===== config.mk =====
export PLATFORM = sky130hd
export DESIGN_NAME = bcd_scan_display
export DESIGN_NICKNAME = d
export VERILOG_FILES = /design/src/rtl/bcd_scan_display.sv
export SDC_FILE = /design/constraint.sdc
export NUM_CORES = 1
export LEC_CHECK = 0
export ABC_CLOCK_PERIOD_IN_PS = 4400
export BUFFER_PORTS_ARGS = -buffer_cell sky130_fd_sc_hd__buf_2
export CAP_MARGIN = 20
export CORE_MARGIN = 5
export CORE_UTILIZATION = 56
export CTS_BUF_LIST = sky130_fd_sc_hd__clkbuf_16
export DETAILED_ROUTE_END_ITERATION = 7
export GPL_ROUTABILITY_DRIVEN = 0
export PLACE_DENSITY = 0.85
export SYNTH_ARGS = -nofsm -noshare
export SYNTH_HDL_FRONTEND = slang
export SYNTH_SLANG_ARGS = --single-unit

===== constraint.sdc =====
create_clock -name clk -period 4.4 [get_ports clk]
set_clock_uncertainty 0.15 [all_clocks]
set_input_delay 0.22 -clock clk [delete_from_list [all_inputs] [get_ports clk]]
set_output_delay 0.22 -clock clk [all_outputs]
set_load 0.005 [all_outputs]

===== src/rtl/bcd_scan_display.sv =====
`default_nettype none
// +----------------------------------------------------------------------------+
// | bcd_scan_display: multiplexed active-low 7-segment scanner with per-frame   |
// | snapshot, anti-ghost blank slot, leading-zero suppression. Rev 1.0          |
// +----------------------------------------------------------------------------+
module bcd_scan_display #(
  parameter int NUM_DIGITS = 4,
  parameter int IDX_W      = 2,
  parameter int SCAN_DIV   = 4
) (
  input  logic                    clk,
  input  logic                    clr,
  input  logic                    en,
  input  logic [4*NUM_DIGITS-1:0] digits,
  input  logic [NUM_DIGITS-1:0]   dp_in,
  input  logic                    blank_lz,
  output logic [NUM_DIGITS-1:0]   an,
  output logic [6:0]              seg,
  output logic                    dp,
  output logic [IDX_W-1:0]        digit_idx,
  output logic                    frame_tick
);

  localparam int                PRE_W    = (SCAN_DIV > 2) ? $clog2(SCAN_DIV) : 1;
  localparam logic [PRE_W-1:0]  PRE_LAST = PRE_W'(SCAN_DIV - 1);
  localparam logic [IDX_W-1:0]  IDX_LAST = IDX_W'(NUM_DIGITS - 1);

  logic [PRE_W-1:0]        pre_q, pre_d;
  logic [IDX_W-1:0]        idx_q, idx_d;
  logic [4*NUM_DIGITS-1:0] snap_q;
  logic [NUM_DIGITS-1:0]   snap_dp_q;
  logic [NUM_DIGITS-1:0]   an_q, an_d;
  logic [6:0]              seg_q, seg_d;
  logic                    dp_q, dp_d;
  logic                    tick_q, tick_d;
  logic                    snap_ld;
  logic [3:0]              cur_digit;
  logic                    cur_dp;
  logic                    cur_lz;
  logic                    lz_run;
  logic [6:0]              dec;

  always_comb begin
    pre_d   = pre_q;
    idx_d   = idx_q;
    tick_d  = 1'b0;
    snap_ld = 1'b0;
    if (en) begin
      if (pre_q == PRE_LAST) begin
        pre_d = '0;
        if (idx_q == IDX_LAST) begin
          idx_d   = '0;
          tick_d  = 1'b1;
          snap_ld = 1'b1;
        end else begin
          idx_d = idx_q + IDX_W'(1);
        end
      end else begin
        pre_d = pre_q + PRE_W'(1);
      end
    end
  end

  // Walk from the most significant digit down so lz_run marks "all zero from here up".
  always_comb begin
    cur_digit = 4'd0;
    cur_dp    = 1'b0;
    cur_lz    = 1'b0;
    lz_run    = 1'b1;
    for (int i = NUM_DIGITS - 1; i >= 0; i--) begin
      lz_run = lz_run & (snap_q[4*i +: 4] == 4'd0);
      if (idx_q == IDX_W'(i)) begin
        cur_digit = snap_q[4*i +: 4];
        cur_dp    = snap_dp_q[i];
        cur_lz    = lz_run && (i != 0);
      end
    end
  end

  always_comb begin
    case (cur_digit)
      4'd0:    dec = 7'b0000001;
      4'd1:    dec = 7'b1001111;
      4'd2:    dec = 7'b0010010;
      4'd3:    dec = 7'b0000110;
      4'd4:    dec = 7'b1001100;
      4'd5:    dec = 7'b0100100;
      4'd6:    dec = 7'b0100000;
      4'd7:    dec = 7'b0001111;
      4'd8:    dec = 7'b0000000;
      4'd9:    dec = 7'b0000100;
      default: dec = 7'b1111110;
    endcase
  end

  always_comb begin
    seg_d = (blank_lz && cur_lz) ? 7'h7F : dec;
    dp_d  = ~cur_dp;
    an_d  = (pre_q == '0) ? '1 : ~(NUM_DIGITS'(1) << idx_q);
  end

  always_ff @(posedge clk) begin
    if (clr) begin
      pre_q     <= '0;
      idx_q     <= '0;
      an_q      <= '1;
      seg_q     <= 7'h7F;
      dp_q      <= 1'b1;
      tick_q    <= 1'b0;
      snap_q    <= digits;
      snap_dp_q <= dp_in;
    end else begin
      pre_q  <= pre_d;
      idx_q  <= idx_d;
      an_q   <= an_d;
      seg_q  <= seg_d;
      dp_q   <= dp_d;
      tick_q <= tick_d;
      if (snap_ld) begin
        snap_q    <= digits;
        snap_dp_q <= dp_in;
      end
    end
  end

  assign an         = an_q;
  assign seg        = seg_q;
  assign dp         = dp_q;
  assign digit_idx  = idx_q;
  assign frame_tick = tick_q;

endmodule
`default_nettype wire


Yosys cells after proc, flatten, opt, wreduce, memory -nomap -nowiden
Memory sizes are Yosys's and may differ from the RTL's. A register that Yosys moved wholly into a read port is not among the register bits. Cells that the tools add are included.

Add/sub/neg operators: 2. Multiply operators: 0. Div/mod/pow operators: 0. $lt $le $gt $ge: 0. Equality and inequality tests: 4. Shifts and indexed selects: 1. Muxes and demuxes: 21. Bitwise gates (word level): 4. Reduce and logical (&&, ||, !) cells: 10.

Operators by type and width (count): $mux W16 (2); $mux W4 (6); $logic_not A4 Y1 (3); $mux W1 (11); $eq A2 B2 Y1 const B (3); $add A2 B1 Y2 const B (2); $logic_not A2 Y1 (2); $mux W2 (2); $not A4 Y4 (1); $reduce_or A2 Y1 (2); $shl A1 B2 Y4 const A (1); $and A1 B1 Y1 (2); $eq A2 B1 Y1 const B (1); $reduce_and A2 Y1 (1); $reduce_bool A2 Y1 (1); $logic_and A1 B1 Y1 (1); $not A1 Y1 (1).

Register bits: 30. Latch bits: 0. RAM bits: 0. Memory bits (read-only): 112. Bits of input ports: 24. Output and inout bits: 15. Logic and storage cells: 50. Memories kept: 1.

Memory list: (name not given) (words 16, bits a word 7, read ports 1, clocked after Yosys merged registers in 1, wr ports 0, line 81) `case (cur_digit)`.

Logic depth before layout (Yosys ltp)
Gate-level depths: netlist of run 1.

Depth in word-level cells: 7. Mapped depth: 10. Mapped depth without buffers: 9.

Worst setup path before layout of run 1
OpenSTA, ideal clock, no wires.

Path kind: reg2reg. Start point: register idx_q[1], in the netlist digit_idx[1]. End point: register seg_q[3], in the netlist seg[3]. Library setup time: 0.143 ns. Data arrival time: 1.917 ns. Required time: 4.107 ns. Path slack: 2.190 ns. Cell stages (with the launch flop): 11. Path buffers: 1. Period minus slack after synthesis: 2.210 ns. Cells stage by stage: dfxtp_1 -> inv_1 -> ha_1 -> buf_6 -> or3b_1 -> o21ai_0 -> a31oi_1 -> inv_1 -> ha_1 -> nor3_1 -> o31ai_1.

Cells in the longest elaborated chain, start to end: 7. Elaborated cells on any way between the ends: 14. Those cells by class: eq/ne: 3; mux: 8; reduce/logical: 3.

RTL lines: start, declared (line 29) `logic [IDX_W-1:0] idx_q, idx_d;`; start signal, assigned (line 114) `idx_q <= idx_d;`; $eq A2 B2 Y1 (line 72) `if (idx_q == IDX_W'(i)) begin`; $mux W1 (4 in a row) (line 72); $logic_and A1 B1 Y1 (line 97) `seg_d = (blank_lz && cur_lz) ? 7'h7F : dec;`; $reduce_or A2 Y1 (no source line); end, declared (line 33) `logic [6:0] seg_q, seg_d;`.

Several ways; a longest one is shown, not always the timed one. A chain may end at the register's enable or synchronous reset.

Final worst setup path of run 1
Start point: register idx_q[0], in the netlist digit_idx[0]. End point: register seg_q[1], in the netlist seg[1].

The elaborated chain is that of the path after synthesis.

==> results of run 1 <==
-- repair_timing --
item	CTS	global route
hold endpoints to repair	20	0
gates resized for setup	0	0
hold buffers	20	0
setup endpoints to repair	0	0
-- metal layers --
layer,up-vias,global-route usage (%),share of wire (%)
met4,0,12.5,4.4
met5,-,0,0
met1,589,18.6,36
met2,62,32.0,51
met3,22,7.36,8.0
li1,615,-,-
-- sequential cells by signal, summed over array words and instances (netlist names) --
signal	flops
an	4
digit_idx	2
dp	1
frame_tick	1
pre_q	2
seg	7
snap_dp_q	4
snap_q	16
-- synthesized netlist by cell type (all sizes together) --
master  instances  share of area [%]
o41ai           1               0.53
nand3           2               0.61
dfxtp          17                 21
a21o            1               0.53
and2            1               0.53
clkbuf          1               0.46
nor2b           1               0.38
a21oi           7                2.1
a31oi           4                2.3
nor3            6                1.8
buf             6                3.7
nand2b          3                1.1
nand2          13                3.0
o211ai          1               0.46
nand3b          5                2.5
nor4            1               0.38
nor2            8                1.8
o31ai           5                2.6
nor3b           3                1.7
inv            10                2.3
edfxtp         20                 36
o22ai           2               0.76
and3            1               0.68
nor4b           1               0.53
or3b            1               0.53
o21ai           5                1.5
xnor2           1               0.53
a221o           1               0.61
ha             11                8.4
mux2i           1               0.61
-- how the worst max path moves through the flow --
| stage | from | to | slack, ns | cells past startpoint |
|---|---|---|---|---|
| after CTS | digit_idx[1] | seg[1] | 1.89 | 9 |
| after global routing | digit_idx[1] | seg[3] | 1.60 | 9 |
| after floorplan | digit_idx[1] | seg[3] | 2.19 | 10 |
| final | digit_idx[0] | seg[1] | 1.87 | 6 |
| after global placement | digit_idx[1] | seg[3] | 2.01 | 9 |
| after detailed placement | digit_idx[1] | seg[1] | 1.91 | 9 |
-- final cells by class --
type | instances | area [um^2] | share of cell area (%)
Clock buffer | 5 | 125 | 5.83
Multi-Input combinational cell | 86 | 601 | 28.0
Timing Repair Buffer | 58 | 390 | 18.2
Sequential cell | 37 | 941 | 43.8
Tap cell | 31 | 38.8 | 1.81
Clock inverter | 3 | 12.5 | 0.583
Inverter | 10 | 37.5 | 1.75
-- report_power, final --
| group | switching [mW] | leakage (nW) | internal, mW |
|---|---|---|---|
| Sequential | 0.0107 | 0.336 | 0.391 |
| Clock | 0.124 | 0.0762 | 0.204 |
| Combinational | 0.0404 | 0.470 | 0.0430 |
-- per-stage QoR --
step	total power, mW	setup WS [ns]	hold WS (ns)	std cells
after floorplan	0.452	2.19	0.169	140
after global placement	0.473	2.01	0.246	202
after detailed placement	0.476	1.91	0.248	202
after CTS	0.818	1.89	0.0444	230
after global routing	0.851	1.60	0.0641	230
final	0.813	1.87	0.0532	230
-- layout by cell type (no fill, tap or decap), drive strengths merged --
master | synthesis | final
or3b | 1 | 1
a21o | 1 | 1
o41ai | 1 | 1
buf | 6 | 38
nand2 | 13 | 13
xnor2 | 1 | 1
nor3 | 6 | 6
clkinv | 0 | 1
nor3b | 3 | 3
mux2i | 1 | 1
ha | 11 | 11
clkbuf | 1 | 5
nor4b | 1 | 1
a221o | 1 | 1
nand3b | 5 | 5
inv | 10 | 12
dlygate4sd3 | 0 | 20
nor2b | 1 | 1
dfxtp | 17 | 17
nand3 | 2 | 2
o31ai | 5 | 5
and2 | 1 | 1
nand2b | 3 | 3
a21oi | 7 | 7
nor2 | 8 | 8
and3 | 1 | 1
edfxtp | 20 | 20
nor4 | 1 | 1
o22ai | 2 | 2
o21ai | 5 | 5
a31oi | 4 | 4
o211ai | 1 | 1
-- logic make-up after synthesis --
| logic type | share of synthesized area [%] |
|---|---|
| AO/OA/AOI/OAI | 11.4 |
| XOR/XNOR | 0.532 |
| adder cells (fa/ha/maj) | 8.35 |
| buffers and inverters | 6.45 |
| flip-flops | 57.1 |
| multiplexers | 0.607 |
| AND/OR/NAND/NOR | 15.6 |
==> impl_results.md, run 1 <==
* Gate Count Post-Synth at 140
* Input/output buffers at 38
* Post-DR wirelength/cell at 15.0 um
* IO Count at 39
* Max incr delay on CP at 0.53 ns
* Crit end category: register
* Sinks on Clock Net at 37
* Reg clk slew, reported paths at 0.05 ns
* Synth Register Bits at 37
* Hold Fails Final Rpt at 0
* N_diodes at 0
* Setup CP Type: register to register
* Total track usage at 18.8%
* Setup violators final at 0
* Pin count of the biggest net entering global routing at 22
* Gr ovfl total at 0
* Startpoint Class: register
* Drt via density at 5.60
* Fillcell total at 173
* DP Area at 1810 um^2
* Final period util at 57.6%
* CTS tree: yes
* Minimum clock period at 2.53 ns
* Status: completed
* Router iterations before antenna repair at 5
* Buf/Inv on CP at 1
* End-of-flow core utilization at 77.1%
* Fin area at 2150 um^2
* Warnings from Yosys at 0
* R2R Path Start: digit_idx[0]
* Worst-case clock buffer depth at 2
* Max Fclk at 0.395 GHz
* Residual DRC at 0
* Critical Path Slowest Stage Cell: a31oi_2
* Worst Path Max Fanout at 13
* Placed wire-length estimate at 2230 um
* Iter 0 DRT Violations at 47
* Syn nets at 175
* Clk Latency, worst-skew pair at 0.27 ns
* Worst relative slew slack at 34.2%
* Hold Startpoint: clr
* Tightest Pin Transition at 0.987 ns
* Layout cells sized above 1 at 26.1%
* Root buf cell: clkbuf_16
* Sequence of cells on the critical path: inv_1 -> ha_1 -> nand3b_1 -> a31oi_2 -> nor3b_1 -> o31ai_1
* End of the worst hold path: digit_idx[1]
* First-pass GRT wire length at 5930 um
* Htree depth at 2
* Cell count of the worst hold path at 2
* FP Rows at 19
* CTS Buf Count at 5
* Critical Path AT at 2.51 ns
* R2R depth at 6
* Peak supply drop at 0.000412 V
* Core ar. at 2780 um^2
* Fin nets at 233
* Die ar. at 4130 um^2
* # Post-CTS Setup Buffers at 0
* Critical path required time at 4.37 ns
* Lkg Pwr at 0.882 nW
* Area Overhead vs Synth at 30.2%
* Setup TNS at 0 ns
* Starting Density at 59.2%
* HP Class: primary input to register
* Sequential element share of the synthesized area at 57.1%
* Antenna viol nets, final at 0
* Vias in the first global route at 1338
* Library cells used by synthesis at 36
* Total detailed-routing wirelength at 3450 um
* Max-Cap Viols at 0
* Critical path's top delay family: simple AND/OR/NAND/NOR gates
* Die X-Extent at 64.2 um
* Mapped Area at 1650 um^2
* Slew Limit Fails at 0
* R2r setup slk at 1.87 ns
* Die H at 64.2 um
* Power density over the cells at 379 nW/um^2
* Reg2reg end: seg[1]
* Number of antenna violations at the first check in global routing at 0
* Syn Area/Cell at 11.8 um^2
* Unrepaired setup endpoints after global routing: no
* Via Count at 1288
Note: power is estimated with default switching activity, not from simulation.
==> run 2: changes to the inputs <==
- ABC_AREA: unset -> 1
- ABC_CLOCK_PERIOD_IN_PS: 4400 -> 2100
- CORE_UTILIZATION: 56 -> 47
- PLACE_DENSITY: 0.85 -> 0.76
- clock period: 4.4 -> 2.1 ns (I/O delays scaled with it)
==> run 2 against run 1 <==
  * Sequential power increased by 110%
  * Hold slack worse by 0.039 ns
  * Clock power up 150%
  * Synthesized area up 0.84%
  * Cell count up 23%
  * Clock-buffer cell count unchanged
  * Cell area rose by 11%
  * Sequential share of layout area shrank 4.1 points
  * Register-to-register slack worse by 1.7 ns
  * Critical path type unchanged
  * Critical endpoint is now seg[3]
  * Largest power group unchanged
  * Highest routed layer unchanged
==> impl_results.md, run 2 <==
* Fin area at 2390 um^2
* Via Count at 1319
* Number of antenna violations at the first check in global routing at 0
* End-of-flow core utilization at 70.4%
* Minimum clock period at 1.97 ns
* Crit end category: register
* Synth Register Bits at 37
* FP Rows at 21
* Startpoint Class: register
* CP dominant cell by count: nand3_1
* Fin nets at 272
* Antenna viol nets, final at 0
* Library cells used by synthesis at 27
* Reg clk slew, reported paths at 0.05 ns
* Setup CP Type: register to register
* N_diodes at 0
* Worst relative slew slack at 77.5%
* CTS Buf Count at 5
* Pin count of the biggest net entering global routing at 22
* Most frequent cells in the layout: buf_2, nand2_1, dlygate4sd3_1
* Worst-case clock buffer depth at 2
* Buf/Inv on CP at 3
* Max reg flops at 16
* Sequence of cells on the critical path: inv_2 -> ha_2 -> inv_4 -> o21ai_2 -> inv_1 -> ha_1 -> nand3b_1 -> nand3_1 -> nand3_1
* Area Overhead vs Synth at 43.7%
* Total track usage at 15.4%
* Max incr delay on CP at 0.36 ns
* Final period util at 94.0%
* Warnings from Yosys at 0
* Lkg Pwr at 1.06 nW
* Router iterations before antenna repair at 4
* Placed wire-length estimate at 2340 um
* Total detailed-routing wirelength at 3360 um
* Vias in the first global route at 1386
* Core ar. at 3390 um^2
* DP Area at 1960 um^2
* Critical Path Source: digit_idx[0]
* Drt via density at 4.64
* Synth area leader: edfxtp_1
* Synth Flop Type: edfxtp_1
* Post-synth top cells: nand2_1, edfxtp_1, dfxtp_1, nand3_1
* HP Class: primary input to register
* Iter 0 DRT Violations at 71
* Syn nets at 200
* Htree depth at 2
* Setup violators final at 0
* Die H at 69.5 um
* Register with the most flip-flops: snap_q
* Mapped Area at 1660 um^2
* Most common cell after layout, fill and taps aside: buf_2
* Max Fclk at 0.507 GHz
* Critical path's top delay family: adder cells
* Critical path required time at 2.09 ns
* Hold Fails Final Rpt at 0
* Async SR Flop Fraction at 0%
* Max-Cap Viols at 0
* Sinks on Clock Net at 37
* Syn Area/Cell at 10.1 um^2
* Post-synth top area share at 36.1%
* First-pass GRT wire length at 5950 um
* Residual DRC at 0
* Die X-Extent at 69.5 um
* CTS tree: yes
* Post-synth EDFFs at 20
* Post-DR wirelength/cell at 11.8 um
* IO Count at 39
* Ranking of synthesized cells by area: edfxtp_1, dfxtp_1, ha_1
* Clk Latency, worst-skew pair at 0.28 ns
* Fin worst setup slack at 0.126 ns
* Gr ovfl total at 0
* Cell with the most instances after synthesis: nand2_1
* Critical Path AT at 1.97 ns
* Worst Path Max Fanout at 8
* Peak supply drop at 0.000627 V
* Root buf cell: clkbuf_16
* Critical Path Slowest Stage Cell: dfxtp_4
* Slew Limit Fails at 0
* Status: completed
* Hold Startpoint: en
* Starting Density at 49.0%
* Power density over the cells at 790 nW/um^2
* Fillcell total at 235
* Dpl ws at -0.0536 ns
* Die ar. at 4820 um^2
* R2R Path Start: digit_idx[0]
* Sequential element share of the synthesized area at 56.6%
* Gate Count Post-Synth at 165
* Input/output buffers at 38
* Tightest Pin Transition at 0.338 ns
* Layout cells sized above 1 at 31.5%
-- run 2: logic make-up (layout without fill, tap and decap cells) --
logic type | Yosys count | after routing | share of synthesized area [%]
adders and majority gates | 11 | 11 | 8.28
DFF | 37 | 37 | 56.6
and+or+nand+nor | 78 | 78 | 22.9
buffers and inverters | 23 | 96 | 6.40
xor gates and xnor gates | 1 | 1 | 0.527
AOI/OAI and AO/OA | 15 | 15 | 5.27
-- run 2: where the power goes --
group | switching [mW] | internal, mW
combinational | 0.117 | 0.120
clock | 0.255 | 0.550
sequential | 0.0211 | 0.821
-- run 2: final timing paths --
| kind | cells past startpoint | to | slack, ns |
|---|---|---|---|
| min reg2reg | 1 | dp | 0.30 |
| max reg2reg | 9 | seg[3] | 0.13 |
| max | 9 | seg[3] | 0.13 |
| min | 3 | pre_q[0] | 0.01 |
-- run 2: stage by stage --
stage               hold WS [ns]  power, mW  cells   TNS, ns
floorplan                 0.0274      0.982    165         0
global placement           0.132       1.05    253         0
detailed placement         0.133       1.06    253   -0.0845
CTS                       0.0112       1.90    283         0
global route              0.0170       1.98    284  -0.00883
finish                    0.0145       1.88    284         0
-- run 2: what timing repair did --
action	CTS	global route
hold buffers	22	0
setup endpoints to repair	2	6
hold endpoints to repair	23	0
gates resized for setup	3	11
buffers inserted	0	1
-- run 2: area by class of cell --
type	count	area, um^2	share of cell area (%)
repair buffers	69	490	20.5
well taps	46	57.6	2.41
multi-input cells	105	649	27.2
clock buffers	5	125	5.24
flip-flops and latches	37	948	39.7
clock inverters	3	37.5	1.57
inverters	19	78.8	3.30
-- run 2: tightest hold or removal path, cell delays in order --
cell     delay, ns
buf_2         0.12
xnor2_1       0.13
nor3_1        0.04
-- run 2: routing by layer --
layer / track usage, % / wire, um / vias to the layer above
met5: 0 / 0 / -
met1: 16.4 / 1360 / 577
met2: 26.1 / 1730 / 44
met3: 7.25 / 232 / 6
li1: - / - / 692
met4: 6.29 / 39 / 0
